[config.mk]
export PLATFORM = sky130hd
export DESIGN_NAME = pdp_layer_sched_flat
export DESIGN_NICKNAME = d
export VERILOG_FILES = /design/src/rtl/pdp_layer_sched_if.sv /design/src/rtl/pdp_layer_sched.sv /design/src/flat_wrapper.sv
export SDC_FILE = /design/constraint.sdc
export NUM_CORES = 1
export LEC_CHECK = 0
export BUFFER_PORTS_ARGS = -buffer_cell sky130_fd_sc_hd__clkbuf_2
export CAP_MARGIN = 20
export CELL_PAD_IN_SITES_DETAIL_PLACEMENT = 1
export CELL_PAD_IN_SITES_GLOBAL_PLACEMENT = 1
export CORE_MARGIN = 2
export CORE_UTILIZATION = 44
export DETAILED_ROUTE_END_ITERATION = 7
export GPL_TIMING_DRIVEN = 0
export PLACE_DENSITY = 0.89
export SKIP_CTS_REPAIR_TIMING = 1
export SKIP_LAST_GASP = 1
export SYNTH_ARGS = -nofsm -noshare
export SYNTH_HDL_FRONTEND = slang
export SYNTH_SLANG_ARGS = --single-unit
[constraint.sdc]
create_clock -name nvdla_core_clk -period 7.06 [get_ports nvdla_core_clk]
set_input_delay 0.353 -clock nvdla_core_clk [delete_from_list [all_inputs] [get_ports nvdla_core_clk]]
set_output_delay 0.353 -clock nvdla_core_clk [all_outputs]
set_load 0.1 [all_outputs]
[src/rtl/pdp_layer_sched_if.sv]
// rtl/pdp_layer_sched_if.sv - valid/ready beat bundle carrying the 20-bit PDP payload
interface pdp_layer_sched_if;
    logic        pvld;
    logic        prdy;
    logic [19:0] pd;

    modport master (output pvld, output pd, input prdy);
    modport slave  (input pvld, input pd, output prdy);
endinterface

[src/rtl/pdp_layer_sched.sv]
// rtl/pdp_layer_sched.sv - PDP layer scheduler: ping-pong group sequencing and RDMA beat gating
module pdp_layer_sched (
    input  logic                    nvdla_core_clk,
    input  logic                    nvdla_core_rstn,
    input  logic                    reg2dp_op_en0,
    input  logic                    reg2dp_op_en1,
    input  logic                    reg2dp_flying_mode,
    pdp_layer_sched_if.slave        rdma_in,
    pdp_layer_sched_if.master       core_out,
    input  logic                    wdma_done,
    output logic                    dp2reg_consumer,
    output logic [1:0]              dp2reg_status_0,
    output logic [1:0]              dp2reg_status_1,
    output logic [1:0]              op_en_clr,
    output logic [1:0]              pdp_done_intr,
    output logic [31:0]             dp2reg_beat_num,
    output logic                    dp2reg_sched_err
);

    typedef enum logic [1:0] {
        ST_IDLE  = 2'd0,
        ST_RUN   = 2'd1,
        ST_DRAIN = 2'd2
    } state_t;

    state_t      state;
    logic        consumer;
    logic        run_gate;
    logic [31:0] beat_cnt;
    logic [31:0] beat_num;
    logic        sched_err;

    logic        gate;
    logic        beat_acc;
    logic        layer_end;
    logic        consumer_op_en;
    logic        layer_done;
    logic [31:0] beat_cnt_inc;
    logic [31:0] beat_cnt_nxt;
    logic [1:0]  done_vec;

    // run_gate mirrors state==RUN as a flop so the data path never sees decode glitches
    assign gate           = run_gate & reg2dp_flying_mode;
    assign core_out.pvld  = rdma_in.pvld & gate;
    assign rdma_in.prdy   = core_out.prdy & gate;
    assign core_out.pd    = rdma_in.pd;

    assign beat_acc       = rdma_in.pvld & rdma_in.prdy;
    assign layer_end      = beat_acc & rdma_in.pd[19] & rdma_in.pd[15];
    assign consumer_op_en = consumer ? reg2dp_op_en1 : reg2dp_op_en0;
    assign layer_done     = wdma_done & (state != ST_IDLE);

    assign beat_cnt_inc   = (beat_cnt == 32'hFFFF_FFFF) ? beat_cnt : beat_cnt + 32'd1;
    assign beat_cnt_nxt   = beat_acc ? beat_cnt_inc : beat_cnt;

    assign done_vec       = consumer ? 2'b10 : 2'b01;
    assign pdp_done_intr  = layer_done ? done_vec : 2'b00;
    assign op_en_clr      = layer_done ? done_vec : 2'b00;

    assign dp2reg_consumer  = consumer;
    assign dp2reg_beat_num  = beat_num;
    assign dp2reg_sched_err = sched_err;

    always_comb begin
        dp2reg_status_0 = 2'd0;
        dp2reg_status_1 = 2'd0;
        if (!consumer && state != ST_IDLE) begin
            dp2reg_status_0 = 2'd1;
        end else if (reg2dp_op_en0) begin
            dp2reg_status_0 = 2'd2;
        end
        if (consumer && state != ST_IDLE) begin
            dp2reg_status_1 = 2'd1;
        end else if (reg2dp_op_en1) begin
            dp2reg_status_1 = 2'd2;
        end
    end

    always_ff @(posedge nvdla_core_clk or negedge nvdla_core_rstn) begin
        if (!nvdla_core_rstn) begin
            state     <= ST_IDLE;
            consumer  <= 1'b0;
            run_gate  <= 1'b0;
            beat_cnt  <= 32'd0;
            beat_num  <= 32'd0;
            sched_err <= 1'b0;
        end else begin
            if (wdma_done && state == ST_IDLE) begin
                sched_err <= 1'b1;
            end
            case (state)
                ST_IDLE: begin
                    if (consumer_op_en) begin
                        state    <= ST_RUN;
                        run_gate <= 1'b1;
                    end
                end
                ST_RUN: begin
                    if (wdma_done) begin
                        state    <= ST_IDLE;
                        run_gate <= 1'b0;
                        consumer <= ~consumer;
                        beat_num <= beat_cnt_nxt;
                        beat_cnt <= 32'd0;
                    end else begin
                        beat_cnt <= beat_cnt_nxt;
                        // close the gate right after the layer-end beat so the next layer's beats wait
                        if (layer_end) begin
                            state    <= ST_DRAIN;
                            run_gate <= 1'b0;
                        end
                    end
                end
                ST_DRAIN: begin
                    if (wdma_done) begin
                        state    <= ST_IDLE;
                        consumer <= ~consumer;
                        beat_num <= beat_cnt;
                        beat_cnt <= 32'd0;
                    end
                end
                default: begin
                    state    <= ST_IDLE;
                    run_gate <= 1'b0;
                end
            endcase
        end
    end

endmodule

[src/flat_wrapper.sv]
// flat-port wrapper written by rule: the top's interface ports become plain ports
module pdp_layer_sched_flat 
  (nvdla_core_clk, nvdla_core_rstn, reg2dp_op_en0, reg2dp_op_en1, reg2dp_flying_mode, wdma_done, dp2reg_consumer, dp2reg_status_0, dp2reg_status_1, op_en_clr, pdp_done_intr, dp2reg_beat_num, dp2reg_sched_err, rdma_in_pvld, rdma_in_pd, rdma_in_prdy, core_out_pvld, core_out_pd, core_out_prdy);
  pdp_layer_sched_if rdma_in_i ();
  pdp_layer_sched_if core_out_i ();
  input  logic nvdla_core_clk;
  input  logic nvdla_core_rstn;
  input  logic reg2dp_op_en0;
  input  logic reg2dp_op_en1;
  input  logic reg2dp_flying_mode;
  input  logic wdma_done;
  output logic dp2reg_consumer;
  output logic [1:0] dp2reg_status_0;
  output logic [1:0] dp2reg_status_1;
  output logic [1:0] op_en_clr;
  output logic [1:0] pdp_done_intr;
  output logic [31:0] dp2reg_beat_num;
  output logic dp2reg_sched_err;
  input wire logic [$bits(rdma_in_i.pvld)-1:0] rdma_in_pvld;
  input wire logic [$bits(rdma_in_i.pd)-1:0] rdma_in_pd;
  output wire logic [$bits(rdma_in_i.prdy)-1:0] rdma_in_prdy;
  output wire logic [$bits(core_out_i.pvld)-1:0] core_out_pvld;
  output wire logic [$bits(core_out_i.pd)-1:0] core_out_pd;
  input wire logic [$bits(core_out_i.prdy)-1:0] core_out_prdy;
  assign rdma_in_i.pvld = rdma_in_pvld;
  assign rdma_in_i.pd = rdma_in_pd;
  assign rdma_in_prdy = rdma_in_i.prdy;
  assign core_out_pvld = core_out_i.pvld;
  assign core_out_pd = core_out_i.pd;
  assign core_out_i.prdy = core_out_prdy;
  pdp_layer_sched u_core (.nvdla_core_clk(nvdla_core_clk), .nvdla_core_rstn(nvdla_core_rstn), .reg2dp_op_en0(reg2dp_op_en0), .reg2dp_op_en1(reg2dp_op_en1), .reg2dp_flying_mode(reg2dp_flying_mode), .rdma_in(rdma_in_i), .core_out(core_out_i), .wdma_done(wdma_done), .dp2reg_consumer(dp2reg_consumer), .dp2reg_status_0(dp2reg_status_0), .dp2reg_status_1(dp2reg_status_1), .op_en_clr(op_en_clr), .pdp_done_intr(pdp_done_intr), .dp2reg_beat_num(dp2reg_beat_num), .dp2reg_sched_err(dp2reg_sched_err));
endmodule
==> flow_summary.ini, run 1 <==
[worst_setup_path]
slowest_delay_ns = 0.67
cp-end-kind = register
crit_path_top_delay_cell = nor4_1
crit_path_cell_trace = ha_1 > nand3_1 > nor4_1 > a31oi_2 > clkbuf_1 > a41oi_1 > o21ai_1 > o31ai_1
arrival_ns = 3.27
start_kind = register
cp_max_fo = 10
required_ns = 7.33
critPathKind = register to register
r2r_slack_ns = 4.06

[routing]
num_vias = 3909
routed_wl_microns = 12400
drtIter0Drc = 218
via_per_inst = 5.88
first_pass_iters = 5
ant_nets = 0
remaining_drc_errors = 0
drt-wirelength-per-cell_microns = 18.6

[yosys]
seq_area_frac_synth = 0.424
synth_xor_area_frac = 0.0667
yosys_warnings = 0
syn_area_per_cell_sq_um = 8.75
synth_compound_area_frac = 0.163
ys.flop_type = dfrtp_1
syn-instance-count = 465
synth_area_sq_mm = 0.00407
synth-edff-count = 0
async_flop_share = 1.00
ys_ff_latch = 69
syn_nets = 497
synthAdderAreaFrac = 0.0123
synth.mux.area_fraction = 0.0203
synth_cell_types = 55
synth_top_family_by_area = simple AND/OR/NAND/NOR gates
yosys.area_share.simple = 0.235

[timing]
slew_headroom = 0.529
setup_tns_ns = 0
finalSetupViolations = 0
period_needed_ns = 3.00
fin_hold_ws_ns = -0.0142
rsz0062_at_grt = false
tightest_slew_ns = 0.706
period_share = 0.425
fmax_mhz = 333
fin_worst_skew_ns = 0.00970
hold_viol_final = 24
slew_viol_final = 0

[floorplan]
io_pins = 92
fp.coreArea_sq_mm = 0.00911
die_h_microns = 100
fp.dieW_microns = 100
start_util = 0.447
die_area_sq_mm = 0.0100
rows = 35

[global_routing]
grt_util_all_layers = 0.258
grt_pass1_vias = 3930
grt.overflow.total = 0
grt_max_degree = 37
grt_pass1_wl_microns = 20000
antenna_found_initial = 0

[pwr]
leakage_nw = 2.13
ir_drop_v = 0.000337
p_per_area_mw_per_mm2 = 313
total_power_mw = 1.49

[clocking]
insertion_delay_ns = 0.36
cts_buffers = 9
cts.path.max_buffers = 2
cts_root_buffer = clkbuf_8
cts_tree = yes
htree_levels = 3
clock_sinks = 69
clk_pin_slew_ns = 0.07

[run_status]
violations = hold timing
run_status = finished with violations

[final_layout]
nets = 582
regArea_sq_mm = 0.00173
syn_to_final_growth_pct = 16.9
drive_above_1_share = 0.231
fillers = 1156
multiInputGateArea_sq_mm = 0.00203
final_area_sq_mm = 0.00475
insertedDiodeCount = 0

[min_path]
hold_class = primary input to async pin

[place]
place_area_sq_mm = 0.00460
gp_congestion = 0.948
port_buffers = 73
hpwl_microns = 8920

[job]
drv_cap = 0
[through the flow]
stage | setup WS (ns) | utilization | cells
CTS | 4.15 | 0.522 | 665
detailed placement | 4.18 | 0.505 | 650
global placement | 4.29 | 0.502 | 649
floorplan | 2.85 | - | 465
finish | 4.06 | 0.522 | 665
global route | 3.87 | 0.522 | 665
[flip-flops by register name, summed over array words and instances, names as in the netlist]
name,cells
u_core.dp2reg_beat_num,32
u_core.dp2reg_consumer,1
u_core.dp2reg_sched_err,1
u_core.run_gate,1
u_core.beat_cnt,32
u_core.state,2
[cells by family (layout without fill, tap and decap cells)]
group | Yosys count | in the layout
compound gates | 111 | 111
xor+xnor | 31 | 31
fa+ha+maj | 4 | 4
buf+inv | 57 | 146
flops | 69 | 69
mux | 8 | 8
simple gates | 185 | 185
[placed cells by master (no fill, tap or decap), types with 3 or more instances in the layout]
cell      count
a21oi_1      11
ha_1          4
o21ai_0      47
clkbuf_1     24
or4_1         4
nand4_1       4
dfrtp_1      69
buf_4        24
nor3_1       16
nand2b_1      3
buf_2         4
nor2b_1       4
clkbuf_2     72
xnor2_1      16
o21ai_1      16
xor2_1       15
inv_1         5
mux2i_1       6
o31ai_1       6
and4_1        8
a31oi_1       6
nand4_2       3
nand2_1      76
clkbuf_8     10
nand3_1      24
and3_1        8
nor4_1        4
a21o_1        6
nor2_1       18
[layer usage]
metal | global-route usage | routed length (microns)
met1 | 0.335 | 5330
met5 | 0 | 0
met2 | 0.425 | 5940
met3 | 0.0411 | 694
met4 | 0.112 | 384
[critical path: cells and delay by family, from the launching register on]
family	cells	cell delay, ns
fa+ha+maj	1	0.27
simple gates	2	0.91
buf+inv	1	0.41
compound gates	4	0.86
flops	1	0.45
[power by group]
part | total, mW | switching, mW | internal (mW)
clock network | 0.289 | 0.155 | 0.135
logic | 0.722 | 0.580 | 0.142
registers | 0.478 | 0.0396 | 0.439
total | 1.49 | 0.774 | 0.715
[final timing paths]
path	startpoint	endpoint	depth (start not counted)
max	u_core.beat_cnt[0]	u_core.beat_cnt[29]	8
min	nvdla_core_rstn	u_core.dp2reg_beat_num[3]	1
max reg2reg	u_core.beat_cnt[0]	u_core.beat_cnt[29]	8
min reg2reg	u_core.dp2reg_sched_err	u_core.dp2reg_sched_err	1
max in group asynchronous	nvdla_core_rstn	u_core.beat_cnt[31]	2
min in group nvdla_core_clk	u_core.dp2reg_sched_err	u_core.dp2reg_sched_err	1
[cells in the mapped netlist, drive strengths merged, types with 2 or more instances]
cell type | number | area, sq um
a21oi | 11 | 55.1
a21o | 6 | 45.0
and3 | 8 | 50.1
o311ai | 2 | 17.5
mux2i | 6 | 60.1
and4 | 8 | 70.1
or4 | 4 | 30.0
nor2b | 4 | 25.0
a22oi | 2 | 15.0
a31oi | 7 | 50.1
nand2 | 76 | 285
o41ai | 2 | 17.5
mux2 | 2 | 22.5
o21ai | 63 | 315
or3 | 2 | 12.5
xor2 | 15 | 131
o31ai | 7 | 57.6
dfrtp | 69 | 1730
o211ai | 2 | 15.0
nand3 | 24 | 120
o21a | 2 | 15.0
nand4 | 7 | 62.6
buf | 30 | 215
ha | 4 | 50.1
nand2b | 3 | 18.8
xnor2 | 16 | 140
a41oi | 2 | 17.5
nor3 | 17 | 90.1
nor4b | 2 | 32.5
and2 | 2 | 12.5
nor4 | 6 | 50.0
clkbuf | 21 | 78.8
nor2 | 19 | 73.8
inv | 5 | 18.8
[cell type report]
class | instances | share of cell area
Inverter | 6 | 0.00474
Buffer | 51 | 0.0618
Multi-Input combinational cell | 339 | 0.426
Timing Repair Buffer | 74 | 0.0816
Clock buffer | 13 | 0.0313
Clock inverter | 2 | 0.00211
Tap cell | 111 | 0.0292
Sequential cell | 69 | 0.363
Note: power is estimated with default switching activity, not from simulation.
==> run 2: changes to the inputs <==
--- a/config.mk
+++ b/config.mk
@@ -10,10 +10,10 @@
 export CELL_PAD_IN_SITES_DETAIL_PLACEMENT = 1
 export CELL_PAD_IN_SITES_GLOBAL_PLACEMENT = 1
 export CORE_MARGIN = 2
-export CORE_UTILIZATION = 44
+export CORE_UTILIZATION = 37
 export DETAILED_ROUTE_END_ITERATION = 7
 export GPL_TIMING_DRIVEN = 0
-export PLACE_DENSITY = 0.89
+export PLACE_DENSITY = 0.8
 export SKIP_CTS_REPAIR_TIMING = 1
 export SKIP_LAST_GASP = 1
 export SYNTH_ARGS = -nofsm -noshare
==> constraint.sdc (replaced) <==
create_clock -name nvdla_core_clk -period 2.6 [get_ports nvdla_core_clk]
set_input_delay 0.13 -clock nvdla_core_clk [delete_from_list [all_inputs] [get_ports nvdla_core_clk]]
set_output_delay 0.13 -clock nvdla_core_clk [all_outputs]
set_load 0.1 [all_outputs]
==> run 2 against run 1 <==
The run now ends clean; die area rose by 18%; critical endpoint is now u_core.beat_cnt[15]; clock skew rose by 0.0040 ns; hold slack gained 0.28 ns; core utilization is 6.1 points lower; cell area up 4.7%; via count rose by 0.51%; count of clock-buffer cells in the layout unchanged.
==> flow_summary.ini, run 2 (synthesis results as in run 1) <==
[routing]
routed_wl_microns = 12900
num_vias = 3929
wl_met3_microns = 633
wirelength_met1_microns = 5540
ant_nets = 0
via_per_inst = 5.64
remaining_drc_errors = 0
first_pass_iters = 5
drt-wirelength-per-cell_microns = 18.5
top_layer = met4
drtIter0Drc = 223
dr_wl_met2_microns = 6390

[min_path]
hold_class = primary input to register

[timing]
slew_headroom = 0.567
tightest_slew_ns = 0.650
fin_ws_ns = 0.0558
rsz0062_at_grt = true
period_share = 0.979
fin_worst_skew_ns = 0.0137
hold_viol_final = 0
period_needed_ns = 2.54
fin_hold_ws_ns = 0.264
slew_viol_final = 0
fmax_mhz = 393
finalSetupViolations = 0

[run_status]
run_status = complete, no violations

[clocking]
htree_levels = 3
cts.path.max_buffers = 2
cts_buffers = 9
cts_tree = yes
clk_pin_slew_ns = 0.08
insertion_delay_ns = 0.38
cts_root_buffer = clkbuf_8
clock_sinks = 69

[floorplan]
fp.dieW_microns = 109
die_area_sq_mm = 0.0119
rows = 38
die_h_microns = 109
fp.coreArea_sq_mm = 0.0108
io_pins = 92
start_util = 0.377

[worst_setup_path]
critPathKind = register to register
critPathTopFamily = simple AND/OR/NAND/NOR gates
crit_path_top_delay_cell = or4_4
cp.buffers_inverters = 2
arrival_ns = 2.78
start_kind = register
crit_path_cell_trace = buf_2 > nand4_2 > or4_4 > nor3_2 > nor3_1 > clkbuf_4 > a22oi_1 > a41oi_1
slowest_delay_ns = 0.64
cp-end-kind = register
required_ns = 2.83
cp_max_fo = 10

[final_layout]
final_cell_mix = 78 x clkbuf_2, 75 x nand2_1, 66 x dfrtp_1, 46 x o21ai_0, 25 x buf_4
nets = 584
final_area_sq_mm = 0.00498
insertedDiodeCount = 0
syn_to_final_growth_pct = 22.4
drive_above_1_share = 0.280
final_common_cell = clkbuf_2
fillers = 1288

[place]
hpwl_microns = 9150
gp_congestion = 0.913
dp_slack_ns = -0.328
place_area_sq_mm = 0.00465
port_buffers = 73

[global_routing]
grt_util_all_layers = 0.225
grt.overflow.total = 0
grt_pass1_wl_microns = 20500
grt_max_degree = 38
antenna_found_initial = 0
grt_pass1_vias = 4034

[job]
drv_cap = 0

[pwr]
ir_drop_v = 0.00106
p_per_area_mw_per_mm2 = 859
leakage_nw = 2.24
[run 2: cell types whose count changed in the layout (fill, tap and decap cells not counted), sizes merged]
cell | previous run | this run
buf | 31 | 33
bufinv | 0 | 1
clkbuf | 107 | 106
clkinv | 3 | 2
clkinvlp | 0 | 1
dlygate4sd3 | 0 | 1
[run 2: where the power goes]
group / switching (mW) / internal, mW
Sequential: 0.112 / 1.19
Combinational: 1.60 / 0.409
Clock: 0.441 / 0.521
[run 2: metrics by stage]
stage | util | power, mW | std cells | setup TNS, ns
5_1_grt | 0.461 | 4.46 | 697 | -0.138
2_1_floorplan | - | 2.85 | 465 | 0
4_1_cts | 0.451 | 4.26 | 695 | -9.90
3_5_place_dp | 0.431 | 3.31 | 679 | -7.80
3_3_place_gp | 0.429 | 3.26 | 678 | -4.06
6_report | 0.461 | 4.28 | 697 | 0
[run 2: area by class of cell]
| cell class | instances | area (sq um) | area share |
|---|---|---|---|
| inverter | 6 | 22.5 | 0.00452 |
| buffer | 50 | 309 | 0.0621 |
| sequential | 69 | 1730 | 0.347 |
| clock inverter | 3 | 42.5 | 0.00854 |
| multi-input combinational | 339 | 2120 | 0.425 |
| timing repair buffer | 77 | 413 | 0.0829 |
| tap | 140 | 175 | 0.0352 |
| clock buffer | 13 | 169 | 0.0339 |
[run 2: routing by layer]
| metal | up-vias | GRT usage |
|---|---|---|
| met5 | - | 0 |
| met3 | 26 | 0.0436 |
| met2 | 137 | 0.370 |
| li1 | 1804 | - |
| met4 | 0 | 0.106 |
| met1 | 1962 | 0.284 |
[run 2: worst paths after layout]
check | from | to | slack (ns) | cells after the start
setup / recovery | u_core.beat_cnt[18] | u_core.beat_cnt[15] | 0.06 | 8
hold / removal | rdma_in_pd[19] | u_core.state[1] | 0.26 | 5
setup reg to reg | u_core.beat_cnt[18] | u_core.beat_cnt[15] | 0.06 | 8
hold reg to reg | u_core.dp2reg_sched_err | u_core.dp2reg_sched_err | 0.47 | 1
max in group asynchronous | nvdla_core_rstn | u_core.dp2reg_consumer | 1.74 | 3
min in group asynchronous | nvdla_core_rstn | u_core.dp2reg_beat_num[1] | 0.27 | 2
[run 2: worst register-to-register path: cells and delay by family (launching register included)]
family          cells  cell delay [ns]
flops               1             0.33
simple gates        4             1.36
compound gates      2             0.28
buf+inv             2             0.43
==> run 3: changes to the inputs <==
--- a/config.mk
+++ b/config.mk
@@ -9,6 +9,7 @@
 export CAP_MARGIN = 20
 export CELL_PAD_IN_SITES_DETAIL_PLACEMENT = 1
 export CELL_PAD_IN_SITES_GLOBAL_PLACEMENT = 1
+export CORE_ASPECT_RATIO = 1.75
 export CORE_MARGIN = 2
 export CORE_UTILIZATION = 37
 export DETAILED_ROUTE_END_ITERATION = 7
==> run 3 against run 2 <==
Sequential power hardly changed; total power rose by 7.0%; count of clock-buffer cells in the layout decreased by 3; combinational power barely moved; register-to-register slack about the same; fmax is essentially flat; hold slack better by 0.041 ns; clock power increased by 29%; sequential share of layout area decreased by 0.83 points; sequential cell count stayed put; highest routed layer unchanged.
==> flow_summary.ini, run 3 (synthesis results as in run 1) <==
[run_status]
run_status = complete, no violations

[clocking]
clock_sinks = 69
clk_pin_slew_ns = 0.06
insertion_delay_ns = 0.34
htree_levels = 3
cts_buffers = 9
cts_root_buffer = clkbuf_16
cts_tree = yes
cts.path.max_buffers = 2

[place]
hpwl_microns = 10100
gp_congestion = 0.909
port_buffers = 73

[timing]
slew_viol_final = 0
rsz0062_at_grt = true
period_share = 0.979
hold_viol_final = 0
finalSetupViolations = 0
slew_headroom = 0.588
fin_hold_ws_ns = 0.304
tightest_slew_ns = 0.618
fmax_mhz = 393
period_needed_ns = 2.55
fin_worst_skew_ns = 0.00904

[final_layout]
syn_to_final_growth_pct = 25.3
fillers = 1283
nets = 587
final_common_cell = clkbuf_2
multiInputGateArea_sq_mm = 0.00214
insertedDiodeCount = 0
regArea_sq_mm = 0.00173
drive_above_1_share = 0.286
final_util = 0.476
final_cell_mix = 78 x clkbuf_2, 75 x nand2_1, 67 x dfrtp_1, 47 x o21ai_0, 29 x buf_4

[routing]
wirelength_met1_microns = 4890
drt-wirelength-per-cell_microns = 20.1
dr_wl_met2_microns = 7510
remaining_drc_errors = 0
drtIter0Drc = 283
wl_met3_microns = 649
top_layer = met4
ant_nets = 0
first_pass_iters = 4
via_per_inst = 5.74
num_vias = 3959
routed_wl_microns = 13900

[global_routing]
grt.overflow.total = 0
grt_util_all_layers = 0.231
grt_max_degree = 40
antenna_found_initial = 0
grt_pass1_wl_microns = 21700
grt_pass1_vias = 4194

[floorplan]
die_h_microns = 143
fp.dieW_microns = 83.3
die_area_sq_mm = 0.0119
rows = 50
io_pins = 92
fp.coreArea_sq_mm = 0.0107
start_util = 0.380

[worst_setup_path]
required_ns = 2.82
critPathKind = register to register
cp_max_fo = 9
start_kind = register
arrival_ns = 2.77
cp-end-kind = register

[pwr]
leakage_nw = 2.28
p_per_area_mw_per_mm2 = 898
ir_drop_v = 0.000888
total_power_mw = 4.58

[min_path]
hold_class = primary input to register

[job]
drv_cap = 0
[run 3: changes by cell type in the layout (fill, tap and decap cells not counted), sizes merged]
cell	change
clkinvlp	+2
buf	+5
clkinv	+1
clkbuf	-5
[run 3: path summary, 6_finish.rpt]
kind	cells past startpoint	startpoint	slack [ns]	end
max in group asynchronous	3	nvdla_core_rstn	1.70	u_core.beat_cnt[11]
worst max-delay path	8	u_core.beat_cnt[7]	0.05	u_core.dp2reg_beat_num[31]
worst min register to register	1	u_core.dp2reg_sched_err	0.46	u_core.dp2reg_sched_err
worst min-delay path	5	rdma_in_pd[19]	0.30	u_core.state[1]
min in group asynchronous	2	nvdla_core_rstn	0.31	u_core.beat_cnt[1]
worst max register to register	8	u_core.beat_cnt[7]	0.05	u_core.dp2reg_beat_num[31]
[run 3: worst max-delay path: stages, from the launching register on]
cell and delay (ns):
dfrtp_1 0.34, buf_2 0.20, nand4_4 0.14, or4_1 0.58, buf_6 0.18, nor4_2 0.41
nand3b_1 0.19, mux2i_1 0.29, o21ai_1 0.09
[run 3: metrics by stage]
step	instances	worst slack [ns]	setup TNS (ns)	cell area (sq um)
4_1_cts	685	-0.513	-15.36	4940
3_5_place_dp	669	-0.398	-11.91	4640
5_1_grt	690	-0.0639	-0.0811	5100
3_3_place_gp	668	-0.304	-6.14	4620
2_1_floorplan	465	0.0377	0	4090
6_report	690	0.0534	0	5100
[run 3: power breakdown]
part           leakage (nW)  internal (mW)  switching, mW
sequential            0.935           1.20          0.118
combinational          1.21          0.415           1.61
clock                 0.140          0.764          0.473
[run 3: cell type report]
cell class | instances | area share
plain buffers | 49 | 0.0594
clock buffers | 10 | 0.0469
clock inverters | 6 | 0.0123
inverters | 6 | 0.00442
multi-input cells | 339 | 0.419
flip-flops and latches | 69 | 0.339
well taps | 130 | 0.0319
repair buffers | 81 | 0.0869
[run 3: routing by layer]
metal,global-route usage,vias to the layer above
met5,0,-
met4,0.153,0
met3,0.0335,52
met1,0.239,1948
met2,0.428,149
li1,-,1810
